==> src/rtl/ppg_agc_controller.sv <==
`default_nettype none
// ============================================================================
// Module      : ppg_agc_controller
// Description : PPG front-end AGC that runs a DC-offset SAR search and a PGA
//               gain search, then tracks lock on the output window.
// Revision    : 1.0 - initial release
// ============================================================================
module ppg_agc_controller #(
    parameter int SETTLE_SAMPLES = 4,
    parameter int V_MID          = 128,
    parameter int V_LOW          = 64,
    parameter int V_HIGH         = 192,
    parameter int LOSS_COUNT     = 8
) (
    input  logic       clk,
    input  logic       rst,
    input  logic       start,
    input  logic       sample_valid,
    input  logic [7:0] vppg,
    output logic [6:0] dc_comp,
    output logic [3:0] pga_gain,
    output logic       busy,
    output logic       locked,
    output logic       fault,
    output logic [2:0] state
);

    localparam logic [2:0] c_S_IDLE  = 3'd0;
    localparam logic [2:0] c_S_DC    = 3'd1;
    localparam logic [2:0] c_S_GAIN  = 3'd2;
    localparam logic [2:0] c_S_TRACK = 3'd3;
    localparam logic [2:0] c_S_FAULT = 3'd4;

    localparam int c_SET_W  = (SETTLE_SAMPLES > 1) ? $clog2(SETTLE_SAMPLES + 1) : 1;
    localparam int c_LOSS_W = (LOSS_COUNT > 1) ? $clog2(LOSS_COUNT + 1) : 1;

    localparam logic [c_SET_W-1:0]  c_SETTLE_LAST = c_SET_W'(SETTLE_SAMPLES - 1);
    localparam logic [c_SET_W-1:0]  c_SET_ONE     = c_SET_W'(1);
    localparam logic [c_LOSS_W-1:0] c_LOSS_LAST   = c_LOSS_W'(LOSS_COUNT - 1);
    localparam logic [c_LOSS_W-1:0] c_LOSS_ONE    = c_LOSS_W'(1);
    localparam logic [7:0]          c_V_MID       = 8'(V_MID);
    localparam logic [7:0]          c_V_LOW       = 8'(V_LOW);
    localparam logic [7:0]          c_V_HIGH      = 8'(V_HIGH);

    logic [2:0]          r_state,  w_state_nx;
    logic [6:0]          r_dc,     w_dc_nx;
    logic [3:0]          r_gain,   w_gain_nx;
    logic [6:0]          r_trial,  w_trial_nx;
    logic [c_SET_W-1:0]  r_settle, w_settle_nx;
    logic [c_LOSS_W-1:0] r_loss,   w_loss_nx;
    logic                r_busy, r_locked, r_fault;
    logic                w_decide, w_in_win, w_restart;

    assign w_decide = sample_valid && (r_settle == c_SETTLE_LAST);
    assign w_in_win = (vppg >= c_V_LOW) && (vppg <= c_V_HIGH);

    always_comb begin
        w_state_nx  = r_state;
        w_dc_nx     = r_dc;
        w_gain_nx   = r_gain;
        w_trial_nx  = r_trial;
        w_settle_nx = r_settle;
        w_loss_nx   = r_loss;
        w_restart   = 1'b0;

        case (r_state)
            c_S_IDLE: begin
                if (start) w_restart = 1'b1;
            end
            c_S_DC: begin
                if (w_decide) begin
                    // Keep the trial bit only while vppg still sits above mid-scale.
                    w_dc_nx     = ((vppg > c_V_MID) ? r_dc : (r_dc & ~r_trial)) | (r_trial >> 1);
                    w_trial_nx  = r_trial >> 1;
                    w_settle_nx = '0;
                    if (r_trial[0]) begin
                        w_state_nx = c_S_GAIN;
                        w_gain_nx  = 4'd0;
                    end
                end else if (sample_valid) begin
                    w_settle_nx = r_settle + c_SET_ONE;
                end
            end
            c_S_GAIN: begin
                if (w_decide) begin
                    w_settle_nx = '0;
                    if (w_in_win) begin
                        w_state_nx = c_S_TRACK;
                        w_loss_nx  = '0;
                    end else if (vppg < c_V_LOW) begin
                        if (r_gain != 4'd15) w_gain_nx  = r_gain + 4'd1;
                        else                 w_state_nx = c_S_FAULT;
                    end else if (r_gain != 4'd0) begin
                        w_gain_nx  = r_gain - 4'd1;
                        w_state_nx = c_S_TRACK;
                        w_loss_nx  = '0;
                    end else begin
                        w_state_nx = c_S_FAULT;
                    end
                end else if (sample_valid) begin
                    w_settle_nx = r_settle + c_SET_ONE;
                end
            end
            c_S_TRACK: begin
                if (start) begin
                    w_restart = 1'b1;
                end else if (sample_valid) begin
                    if (w_in_win)                  w_loss_nx = '0;
                    else if (r_loss == c_LOSS_LAST) w_restart = 1'b1;
                    else                           w_loss_nx = r_loss + c_LOSS_ONE;
                end
            end
            c_S_FAULT: begin
                if (start) w_restart = 1'b1;
            end
            default: w_state_nx = c_S_IDLE;
        endcase

        if (w_restart) begin
            w_state_nx  = c_S_DC;
            w_dc_nx     = 7'h40;
            w_gain_nx   = 4'd0;
            w_trial_nx  = 7'h40;
            w_settle_nx = '0;
            w_loss_nx   = '0;
        end
    end

    always_ff @(posedge clk) begin
        if (rst) begin
            r_state  <= c_S_IDLE;
            r_dc     <= 7'd0;
            r_gain   <= 4'd0;
            r_trial  <= 7'd0;
            r_settle <= '0;
            r_loss   <= '0;
            r_busy   <= 1'b0;
            r_locked <= 1'b0;
            r_fault  <= 1'b0;
        end else begin
            r_state  <= w_state_nx;
            r_dc     <= w_dc_nx;
            r_gain   <= w_gain_nx;
            r_trial  <= w_trial_nx;
            r_settle <= w_settle_nx;
            r_loss   <= w_loss_nx;
            r_busy   <= (w_state_nx == c_S_DC) || (w_state_nx == c_S_GAIN);
            r_locked <= (w_state_nx == c_S_TRACK);
            r_fault  <= (w_state_nx == c_S_FAULT);
        end
    end

    assign state    = r_state;
    assign dc_comp  = r_dc;
    assign pga_gain = r_gain;
    assign busy     = r_busy;
    assign locked   = r_locked;
    assign fault    = r_fault;

endmodule
`default_nettype wire

==> config.mk <==
export PLATFORM = sky130hd
export DESIGN_NAME = ppg_agc_controller
export DESIGN_NICKNAME = d
export VERILOG_FILES = /design/src/rtl/ppg_agc_controller.sv
export SDC_FILE = /design/constraint.sdc
export NUM_CORES = 1
export LEC_CHECK = 0
export CAP_MARGIN = 25
export CORE_ASPECT_RATIO = 1.75
export CORE_MARGIN = 5
export CORE_UTILIZATION = 43
export CTS_CLUSTER_SIZE = 30
export DETAILED_ROUTE_END_ITERATION = 16
export GPL_TIMING_DRIVEN = 1
export PLACE_DENSITY_LB_ADDON = 0.12
export SLEW_MARGIN = 15
export SYNTH_ARGS = -nofsm -noshare
export SYNTH_HDL_FRONTEND = slang
export SYNTH_SLANG_ARGS = --single-unit
==> constraint.sdc <==
create_clock -name clk -period 6.45 [get_ports clk]
set_input_delay 1.935 -clock clk [delete_from_list [all_inputs] [get_ports clk]]
set_output_delay 1.935 -clock clk [all_outputs]
set_load 0.01 [all_outputs]
# Word-level counts from Yosys, hierarchy flattened
# Index checks and enable logic that the tools add are counted.
# word_totals
ramBits,0
register_bits,31
out_inout_bits,17
latchBits,0
memories,0
wordCells,104
romBits,0
# op_classes
shift,0
order_cmp,4
n_eq_ne,22
bitwise,3
add_sub_neg,4
n_mul,0
n_reduce_logical,19
muxes,41
div,0
# op_table
operator,count
$mux 4,15
$mux 7,7
$mux 3,10
$pmux 4 s2,2
$eq 3x2->1 const B,5
$ne 3x3->1 const B,5
$reduce_and 7->1,2
$ne 2x2->1 const B,6
$reduce_bool 2->1,5
$pmux 3 s3,1
$add 4x1->4 const B,2
$ge 8x7->1 const B,1
$gt 8x8->1 const B,1
$le 8x8->1 const B,1
$lt 8x7->1 const B,1
$and 7x7->7,1
$not 7->7,1
$or 7x6->7,1
$eq 3x1->1 const B,2
$eq 3x3->1 const B,2
$reduce_and 2->1,3
$reduce_or 2->1,3
$mux 1,5
$eq 4x3->1 const B,1
other kinds (9),10

# Longest topological paths before layout
# Gate-level depths: netlist (run 1).
# logic_depth
depth_word,9
mapped_depth,8

# Worst setup path after synthesis (run 1)
# Ideal clock, no wire load.
# synth_path
path_kind,input port to flip-flop
startpoint,input vppg[6]
endpoint,"register r_gain[3], in the netlist pga_gain[3]"
path_stages,8
t_arrival_ns,3.445
path_slack_ns,2.912
cell_sequence,nor2_1 > inv_2 > ha_1 > a21o_1 > a21oi_1 > xnor2_1 > or2_2 > o32ai_1
# synth_between
elab_chain_len,7
elab_cells_between_ends,17
cone_classes,order compare (3); eq/ne (3); mux (8); reduce/logical (3)
# synth_lines
element,line_no,source
start: declaration,19,"input logic [7:0] vppg,"
$ge 8x7->1 / $le 8x8->1 (equally long branches),55,assign w_in_win = (vppg >= c_V_LOW) && (vppg <= c_V_HIGH);
$logic_and 1x1->1,55,
$mux 1,108,if (w_in_win) w_loss_nx = '0;
$mux 1,107,end else if (sample_valid) begin
$mux 1,105,if (start) begin
$pmux 1 s2,66,case (r_state)
$reduce_or 2->1 (no line),n/a,
end signal: assignment,143,r_gain <= w_gain_nx;
end: declaration,47,"logic [3:0] r_gain, w_gain_nx;"
# Several ways; a longest one is shown, not always the timed one. The select of a mux whose other input is x is not followed.
# A chain may end at the register's enable or synchronous reset.

# Worst setup path after layout (run 1)
# layout_path
startpoint,input vppg[7]
endpoint,"register r_gain[3], in the netlist pga_gain[3]"
# Same word-level chain as after synthesis.

==> results.txt, run 1 <==
The capture endpoint of the worst hold path is r_settle[2]. Summed over all nets, the half-perimeter wirelength after detailed placement is about 3000 µm. Net switching is approximately 23% of the power. Of all cell types, the one taking the most synthesized area is dfxtp_1. The layout net count is 222.

The top cell types in the final layout, fill and taps aside, are 31 x dfxtp_1, 28 x clkdlybuf4s50_1, 23 x a21oi_1. The starting density of the core came out at between 40% and 50%. The core region is approximately 3600 µm².

The reg-to-reg setup timing slack is 4.36 ns. Of the synthesized area, sequential elements account for 38.24%. The end of the worst register-to-register path is dc_comp[3]. The clock tree skew after final layout is 0.005316 ns. Setup repair after global routing left no endpoint under its margin. Ranked by total cell area, the synthesized netlist is headed by dfxtp_1 38%, a21oi_1 7.1%, nand2_1 4.9%, a311oi_2 4.6%, ha_1 3.1%.

The area overhead of the layout relative to synthesis came out at 23.13%. Data on the critical path is required at its endpoint by 6.64 ns. The number of sinks driven by the clock tree is 31. The clock network is responsible for approximately 37% of the overall power. The total number of yosys warnings came out at 0. The async set-or-reset flop fraction in the synthesized netlist is 0%.

The standard cell area after detailed placement is about 1900 µm². The count of different cell masters after synthesis is 53. On the worst path, the slowest cell contributes a delay of a little over 0.5 ns.

The worst hold path belongs to the class flop to flop. The flow ran to the end, and the final reports show no timing, DRC or antenna violations. The post-cts resize count is 0. Of the total power, combinational logic draws 9.1%. STA classifies the critical path endpoint as a flop. The number of H-tree branching levels is 2. The relative slew slack is 64.01%. The number of DRC markers after the initial detailed-route iteration came out at 35.

The number of antenna violations at the first check in global routing came out at 0. The dominant synthesized flop cell is dfxtp_1. The maximum fanout along the worst path came out at 11. The worst setup path is of the input pin to flop kind.

The number of cells produced by synthesis is 176. Measured in cells, the most critical reg-to-reg path has a length of 5. In this design, the largest share of critical-path delay is due to buffers and inverters. The launch point of the worst hold path is r_settle[2]. The transition time at the pin with the least slew margin came out at 0.5326 ns. Counting tap cells, the placed design contains a total of 244 instances.

The number of buffers created by CTS is 5. The standard-cell row count came out at 29. The critical path goes through clkdlybuf4s50_1 > nor2_1 > inv_2 > ha_1 > a21o_1 > a21oi_1 > xnor2_1 > a21boi_0 > o32ai_1. The hold-fix buffer count after cts is 0. Internal power comes to between 200 and 300 µW. The minimum hold slack is 0.4596 ns. After detailed routing, the average wire length per cell comes to 15.42 µm. TritonCTS built the clock tree.

The worst setup path is launched from an input pin. The total global routing track utilization is 15.93%. The max-cap check violation count came out at 0. The total of endpoints with negative setup slack in the final report came out at 0.

The count of input and output buffers is 28. The final RePlAce weighted congestion came out at 0.7803. In this run the power spent charging and discharging nets is about 85 µW. After routing the design area is roughly 2000 µm². The most common cell after layout, fill and taps aside is dfxtp_1. The post-synthesis sequential element count came out at 31. Together, buffers and inverters on the worst path number 2. The filler cell count in the final layout is 340. The final total negative setup slack is 0 ns. The via count of the first global-routing pass came to 1420. The antenna violation net count after detailed routing is 0. The total DRC errors in the routed layout is 0.

The fmax came out at between 0.2 and 0.3 GHz. After clock tree synthesis, the clock-pin slew on the worst setup and hold paths is approximately 0.060 ns. The number of vias per cell after detailed routing came out at ~5.7. The number of synthesized flops with an enable pin is 0.

The average cell area after synthesis is between 9 and 10 µm². The number of buffers inserted by post-CTS setup repair came out at 0. The final number of hold-violating endpoints came to 0. The critical path arrival is 4.18 ns.

CTS placed an instance of clkbuf_8 at the clock tree root. The final clock period utilization by the worst path came out at 61.91%. The standby leakage power came out at ~0.66 nW. The pin count of the biggest net entering global routing is 26. The final critical delay including setup and external delays is 3.993 ns. For this design the top-level I/O count stands at 29. The number of nets in the synthesized netlist is 193. The final antenna diode count came out at 0. The height of the die is 91.27 µm. The first-pass GRT wire length came out at 6603 µm. The first-pass iteration count of the detailed router is 4. Summing all flip-flop and latch instances after layout gives between 600 and 700 µm². The final max-slew violation count came out at 0. After synthesis, the largest area contributor takes up 38.24% of total cell area.

The horizontal extent of the die is 56.44 µm. The register share of total power is between 50% and 60%. The share of cells above drive strength 1 is 11.27%. The final non-filler cell total is 250. The power density over the cells came out at 183.7 nW/µm². The startpoint identified for the worst register-to-register timing path is r_settle[0].

The worst hold path passes through 2 cells. The total via count after detailed routing is 1435. The maximum clock path buffer count came out at 2.

The footprint of the multi-input gates came out at about 940 µm². The floorplan step defined a die boundary enclosing just over 5000 µm². The slowest stage of the critical path belongs to the cell clkdlybuf4s50_1. The cell area after synthesis came out at roughly 1600 µm².

The overall overflow remaining after global route came out at 0. The later pin in the worst-skew pair is clocked with a latency of 0.28 ns. The routed wire length came out at ~3900 µm.

The worst voltage drop across the vdd grid came out at 0.1504 mV.
-- state kept, by name, indices dropped and copies added (netlist names) --
signal and cells:
r_settle 3, pga_gain 4, dc_comp 7, state 3
r_trial 7, fault 1, busy 1, locked 1
r_loss 4
-- cells in the mapped netlist (2+ instances only) --
| cell type | number |
|---|---|
| a21o_1 | 2 |
| xnor2_1 | 3 |
| nor2_1 | 7 |
| nand3_1 | 4 |
| a311oi_2 | 5 |
| and2_1 | 3 |
| dfxtp_1 | 31 |
| buf_2 | 4 |
| nand2b_1 | 5 |
| inv_1 | 6 |
| o21ai_0 | 5 |
| and3_1 | 3 |
| or2_2 | 2 |
| and3b_1 | 2 |
| a311oi_1 | 2 |
| nand2_1 | 21 |
| a21oi_1 | 23 |
| o211ai_1 | 2 |
| a211oi_1 | 4 |
| nand4bb_1 | 2 |
| ha_1 | 4 |
| nor3_1 | 2 |
| a31oi_1 | 3 |
| mux2i_1 | 2 |
-- worst register-to-register path, stage by stage, from the launching register on --
cell and delay, ns:
dfxtp_1 0.35, ha_1 0.18, nor4bb_1 0.52, nand2_1 0.38
a21oi_4 0.38, a311oi_2 0.16
-- layout make-up --
cell class / count / share of cell area (%)
well taps: 46 / 2.880
multi-input cells: 132 / 47.09
flip-flops and latches: 31 / 31.06
repair buffers: 28 / 14.03
clock buffers: 6 / 3.632
inverters: 7 / 1.315
-- power by group through the flow --
| stage | sequential, mW | clock (mW) | combinational (mW) |
|---|---|---|---|
| 2_1_floorplan | 0.201 | 0 | 0.0205 |
| 3_3_place_gp | 0.201 | 0 | 0.0329 |
| 3_5_place_dp | 0.202 | 0 | 0.0336 |
| 4_1_cts | 0.197 | 0.140 | 0.0338 |
| 5_1_grt | 0.198 | 0.146 | 0.0365 |
| 6_report | 0.197 | 0.136 | 0.0334 |
-- through the flow --
step	power [mW]	setup slack, ns	util [%]
2_1_floorplan	0.2211	2.912	-
3_3_place_gp	0.2342	2.273	53.07
3_5_place_dp	0.2351	2.167	53.07
4_1_cts	0.3714	2.465	55.07
5_1_grt	0.3798	2.257	55.07
6_report	0.3670	2.457	55.07
-- how the worst max path moves through the flow --
stage,slack [ns],from,to,depth (start not counted)
final,2.46,vppg[7],pga_gain[3],9
after global routing,2.26,vppg[7],pga_gain[3],9
after CTS,2.47,vppg[7],pga_gain[3],9
after detailed placement,2.17,vppg[7],pga_gain[3],9
after global placement,2.27,vppg[7],pga_gain[3],9
after floorplan,2.91,vppg[6],pga_gain[3],8
-- metal layers --
| metal | vias up | part of all wire [%] | track usage [%] |
|---|---|---|---|
| li1 | 709 | - | - |
| met1 | 688 | 39 | 16.40 |
| met2 | 27 | 56 | 29.34 |
| met3 | 11 | 2.4 | 2.695 |
| met4 | 0 | 2.8 | 8.911 |
| met5 | - | 0 | 0 |
-- cells by family (layout without fill, tap and decap cells) --
logic type,Yosys count,in the layout,synth area share (%)
multiplexers,2,2,1.234
buffers and inverters,13,41,3.777
AND/OR/NAND/NOR,64,64,22.67
flip-flops,31,31,38.24
XOR/XNOR,4,4,2.159
adder cells (fa/ha/maj),5,5,4.318
AO/OA/AOI/OAI,57,57,27.60
No activity file was read; power rests on OpenSTA's default activity.
==> run 2: changes to the inputs <==
clock period = 3.3 ns   (was 6.45 ns; I/O delays follow)
==> run 2 against run 1 <==
  * Die area did not move
  * Clock skew up 0.00082 ns
  * First-iteration DRC count down 43%
  * Worst setup slack worse by 2.0 ns
  * Global-route usage is 0.091 points higher
  * Core utilization rose by 0.41 points
  * Highest routed layer unchanged
  * Clock power increased by 94%
  * Via count shrank 2.3%
==> results.txt, run 2 (synthesis results as in run 1) <==
The first-pass iteration count of the detailed router came out at 4 (unchanged). For this design, the slowest cell found on the critical path is or4_4. The launching element type of the critical path is an input pin. The number of H-tree branching levels is 2 (unchanged). The area overhead of the layout relative to synthesis came out at 24.06%. The final antenna diode count came out at 0 (unchanged). The layout net count is 224 (+0.90%). The power density over the cells came out at 356.1 nW/µm² (+94%). In this run the worst hold path is classified as flop to flop. The overall overflow remaining after global route is 0 (unchanged).

The critical path arrival came out at 3.00 ns (-1.18 ns). The met1 track utilization from global routing was 16.42% (about the same). The final number of hold-violating endpoints is 0 (unchanged). The maximum clock path buffer count is 2 (unchanged). The clock root buffer master is clkbuf_8.

The maximum fanout along the worst path is 25 (+14). The antenna violation net count after detailed routing is 0 (unchanged). The fmax is about 0.35 GHz. The share of cells above drive strength 1 is 12.14% (+0.86 points). The met3 track demand over resource is 4.255% (+1.6 points). The final clock period utilization by the worst path came out at 85.50%. The first-pass GRT wire length came to 6527 µm (-1.2%). The total global routing track utilization came to 16.02% (+0.091 points). The register area came to 620.6 µm² (unchanged). In this run the worst setup path terminates at pga_gain[3].

The top-level port count came to 29 (unchanged). The power after layout came out at 716.9 µW (+95%). The endpoint identified for the worst register-to-register timing path is dc_comp[1]. The final total negative setup slack came out at 0 ns (unchanged). The total DRC errors in the routed layout came out at 0 (unchanged). The number of buffers inserted by post-CTS setup repair is 0 (unchanged). The half-perimeter wire length after detailed placement came out at 3046 µm (+2.6%). The via count of the first global-routing pass came out at 1398 (-1.5%). The clock latency reported for the late side of the worst-skew pair came out at 0.27 ns (about the same). The routed wire length is 3909 µm (+1.4%).

The starting density of the core is 44.72% (unchanged). The total of endpoints with negative setup slack in the final report came out at 0 (unchanged). The clock transition at the registers of the reported paths came out at 0.06 ns (about the same).

The final RePlAce weighted congestion came out at 0.7936 (+1.7%). The category of the critical setup timing path is input pin to flop. The wire length per cell is 15.51 µm (+0.57%).

The most common cell after layout, fill and taps aside is dfxtp_1. The library cells used most frequently in the layout, excluding fill and tap cells, are 31 x dfxtp_1, 28 x clkdlybuf4s50_1, 23 x a21oi_1. The standby leakage power came to 0.6644 nW (+1.4%). The final max-slew violation count is 0 (unchanged). The number of vias per cell after detailed routing is 5.563 (-3.1%).

The cell depth of the worst flop-to-flop path came out at 5 (unchanged). The number of buffers created by CTS came out at 5 (unchanged). The number of sinks driven by the clock tree is 31 (unchanged). The startpoint identified for the worst register-to-register timing path is r_settle[0].

The post-cts resize count came out at 0 (unchanged). The worst voltage drop across the vdd grid is 0.3707 mV (+150%). The horizontal extent of the die is 56.44 µm (unchanged).

The met2 layer usage reported by global route was 29.05% (-0.29 points). The reg-to-reg setup timing slack is 1.25 ns (-3.11 ns). The pin count of the biggest net entering global routing was 26 (unchanged). met2 is the most crowded layer.

The die footprint is 5151 µm² (unchanged). The clock tree skew after final layout came out at 0.006132 ns (+0.0008162 ns). The relative slew slack came out at 64.05% (about the same).

TritonCTS built the clock tree. The total via count after detailed routing came to 1402 (-2.3%). The number of DRC markers after the initial detailed-route iteration is 20 (-43%). The count of input and output buffers came out at 28 (unchanged).

The required time at the endpoint of the critical path is 3.48 ns (-3.16 ns). The footprint of the multi-input gates came out at 940.9 µm² (unchanged). The standard-cell row count is 29 (unchanged). The max-cap check violation count is 0 (unchanged). Traced cell by cell, the critical path runs through clkdlybuf4s50_1 > or4_4 > o311ai_4 > o22a_4 > nand2_4 > o32ai_1. The setup slack after placement came out at 0.1786 ns (-1.988 ns). The total core area is 3628 µm² (unchanged). The most critical setup path has its startpoint at vppg[2]. The worst setup path is captured at a flop. The filler cell count in the final layout came out at 335 (-1.5%).

The height of the die came out at 91.27 µm (unchanged). The run finished with clean final reports. The transition time at the pin with the least slew margin was 0.5320 ns (-0.0006351 ns).

The maximum cell stage delay along the critical path came out at 0.58 ns (+0.07 ns). The minimum setup slack in the final design is 0.4784 ns (-1.978 ns). The hold-fix buffer count after cts came out at 0 (unchanged). Counting I/O delays and the setup requirement, the final critical path takes 2.822 ns. Setup repair after global routing left no endpoint under its margin.

The number of antenna violations at the first check in global routing is 0 (unchanged).
-- run 2: changes by cell type in the layout (fill, tap and decap cells not counted), sizes merged --
cell  delta
buf      +2
-- run 2: report_power, final --
group	internal, mW	switching, mW	leakage (nW)
clock	0.140	0.124	0.0371
sequential	0.379	0.00647	0.251
combinational	0.0323	0.0348	0.376
total	0.552	0.165	0.664
-- run 2: layout make-up --
cell class,instances,share of cell area (%)
multi-input combinational,132,46.74
tap,46,2.859
clock buffer,6,3.605
inverter,7,1.305
timing repair buffer,30,14.67
sequential,31,30.83
-- run 2: worst max-delay path: cells and delay by family --
kind / cells / cell delay [ns]
compound gates: 3 / 0.84
buf+inv: 1 / 0.40
simple gates: 2 / 0.78
-- run 2: through the flow --
stage	hold slack, ns	instances	utilization [%]	area, µm²
final	0.4485	252	55.48	2013
after global routing	0.4746	252	55.48	2013
after CTS	0.4556	252	55.48	2013
after detailed placement	0.4466	246	53.48	1941
after global placement	0.4289	246	53.48	1941
after floorplan	0.4186	176	-	1623
-- run 2: worst min path at each step --
stage,end,cells past startpoint,startpoint
2_1_floorplan,r_settle[2],2,r_settle[2]
3_3_place_gp,r_settle[2],2,r_settle[2]
3_5_place_dp,r_settle[2],2,r_settle[2]
4_1_cts,r_settle[2],2,r_settle[2]
5_1_grt,r_settle[2],2,r_settle[2]
6_report,r_settle[2],2,r_settle[2]
-- run 2: routing by layer --
layer	part of all wire, %	vias up
li1	-	712
met5	0	-
met1	40	653
met4	2.8	0
met3	3.5	10
met2	54	27
==> run 3: changes to the inputs <==
CAP_MARGIN = unset   (was 25)
CORE_MARGIN = 3   (was 5)
CTS_CLUSTER_SIZE = 24   (was 30)
==> run 3 against run 2 <==
  * Die area shrank 11%
  * Non-clock buffer count grew 2
  * Count of clock-buffer cells in the layout is the same
  * Sequential power is essentially flat
  * Maximum frequency grew 0.17%
  * Core utilization grew 2.8 points
  * Register-to-register slack is essentially flat
  * Routed wire length shrank 4.3%
  * Power grew 4.3%
==> results.txt, run 3 (synthesis results as in run 1) <==
The minimum setup slack in the final design came to 0.4832 ns (+0.004818 ns). The clock transition at the registers of the reported paths is 0.06 ns (about the same). The clock tree skew after final layout came out at 0.004047 ns (-0.002086 ns). The cell total after placement came out at 247 (+0.41%). TritonCTS built the clock tree. The standby leakage power is 0.6842 nW (+3.0%). The area overhead of the layout relative to synthesis came out at 25.83%. The total of endpoints with negative setup slack in the final report came to 0 (unchanged). The first-pass iteration count of the detailed router is 4 (unchanged). The final total negative setup slack came out at 0 ns (unchanged).

The cell at the slowest stage of the critical path is or4_4. The critical path goes through clkdlybuf4s50_1 > or4_4 > o311ai_4 > o22a_4 > nand2_4 > o32ai_1. The final clock period utilization by the worst path came to 85.36% (-0.15 points). The total global routing track utilization came out at 18.63% (+2.6 points).

The clock root buffer master is clkbuf_8. The classification of the worst-slack hold path is flop to flop. In the layout the commonest cells are 31 x dfxtp_1, 28 x clkdlybuf4s50_1, 23 x a21oi_1. The number of H-tree branching levels came out at 2 (unchanged). The number of sinks driven by the clock tree came out at 31 (unchanged). Leaving out fill and tap cells, the most frequent cell in the layout is dfxtp_1.

The critical path is of the input pin to flop type. The overall overflow remaining after global route is 0 (unchanged). The final number of hold-violating endpoints is 0 (unchanged).

The number of antenna violations at the first check in global routing came out at 0 (unchanged). The standard-cell row count was 28 (-3.4%). The wire length per cell came out at 14.72 µm (-5.1%). The half-perimeter wire length after detailed placement came out at 2862 µm (-6.0%). The routed wire length is 3740 µm (-4.3%). The flow ran to the end, and the final reports show no timing, DRC or antenna violations. The utilization after layout is 58.29% (+2.8 points). The starting density of the core is 46.32% (+1.6 points). The hold-fix buffer count after cts was 0 (unchanged).

The maximum cell stage delay along the critical path is 0.58 ns (about the same). The horizontal extent of the die came to 52.44 µm (-7.1%). Setup repair after global routing left no endpoint under its margin. The max-cap check violation count was 0 (unchanged). The final antenna diode count is 0 (unchanged). STA classifies the critical path startpoint as an input pin. The standard cell area after detailed placement is 1954 µm² (+0.71%). The total DRC errors in the routed layout is 0 (unchanged). The launch instance of the worst register-to-register path is state[1].

The total core area came out at 3503 µm² (-3.4%). The number of DRC markers after the initial detailed-route iteration is 52 (+160%). In this run the worst setup path begins at vppg[2].

The number of vias per cell after detailed routing came out at 5.646 (+1.5%). The final RePlAce weighted congestion came out at 0.8049 (+1.4%). The minimum hold slack came out at 0.4598 ns (+0.01135 ns). The critical path arrival came out at 3.00 ns (about the same). The relative slew slack came out at 66.73% (+2.7 points). The pin count of the biggest net entering global routing came out at 26 (unchanged). The antenna violation net count after detailed routing came to 0 (unchanged). The required time at the endpoint of the critical path came out at 3.49 ns (about the same).

The clock latency reported for the late side of the worst-skew pair came out at 0.28 ns (about the same). The power after layout is 747.9 µW (+4.3%). The category of the worst setup path capture point is a flop. The via count of the first global-routing pass is 1429 (+2.2%). The number of buffers created by CTS came out at 5 (unchanged). The fmax came out at 0.3550 GHz (+0.17%).

The register area came to 620.6 µm² (unchanged). The filler cell count in the final layout is 340 (+1.5%). The maximum clock path buffer count is 2 (unchanged). The startpoint identified for the worst hold timing path is r_settle[2]. The share of cells above drive strength 1 came to 13.88% (+1.7 points). The top-level port count is 29 (unchanged). The height of the die is 87.27 µm (-4.4%). The setup slack after placement came out at 0.1696 ns (-0.008997 ns). The power density over the cells is 366.3 nW/µm² (+2.8%).

The footprint of the multi-input gates is 940.9 µm² (unchanged). The total via count after detailed routing came out at 1434 (+2.3%). The post-cts resize count came out at 0 (unchanged). The final non-filler cell total came out at 254 (+0.79%).

The transition time at the pin with the least slew margin came out at 0.4980 ns (-0.03405 ns). The final critical delay including setup and external delays is 2.817 ns (-0.004818 ns). The first-pass GRT wire length came to 6361 µm (-2.5%). The die footprint is 4576 µm² (-11%). The finished layout cell area came out at 2042 µm² (+1.4%).

The count of input and output buffers came out at 28 (unchanged). The number of buffers inserted by post-CTS setup repair is 0 (unchanged). The layout net count is 226 (+0.89%). The maximum fanout along the worst path was 25 (unchanged). The final max-slew violation count came to 0 (unchanged). The worst voltage drop across the vdd grid came out at 0.2596 mV (-30%).
[run 3: changes by cell type in the layout (fill, tap and decap cells not counted)]
| cell | before | now |
|---|---|---|
| clkbuf_1 | 1 | 0 |
| clkinv_2 | 0 | 1 |
| clkbuf_8 | 5 | 6 |
| buf_4 | 2 | 4 |
[run 3: critical path, delay by kind of cell]
| family | cells | cell delay, ns |
|---|---|---|
| compound gates | 3 | 0.83 |
| buf+inv | 1 | 0.40 |
| simple gates | 2 | 0.77 |
[run 3: area by class of cell]
| class | count | area share [%] |
|---|---|---|
| repair buffers | 32 | 15.20 |
| well taps | 45 | 2.757 |
| clock inverters | 1 | 0.2451 |
| inverters | 7 | 1.287 |
| clock buffers | 6 | 4.044 |
| flip-flops and latches | 31 | 30.39 |
| multi-input cells | 132 | 46.08 |
[run 3: metal layers]
metal,track usage [%],routed length (µm)
met1,19.27,1492
met2,33.26,2038
met3,4.117,101
met4,10.23,108
met5,0,0
[run 3: worst paths after layout]
check             cells past startpoint  slack [ns]          end
setup reg to reg                      5        1.24  pga_gain[3]
hold / removal                        2        0.46  r_settle[2]
setup / recovery                      6        0.48  pga_gain[3]
hold reg to reg                       2        0.46  r_settle[2]
[run 3: where the power goes]
part	internal [mW]	leakage (nW)	total (mW)	switching [mW]
Combinational	0.0330	0.386	0.0679	0.0349
Sequential	0.379	0.251	0.386	0.00628
Clock	0.163	0.0470	0.294	0.131
Total	0.575	0.684	0.748	0.172
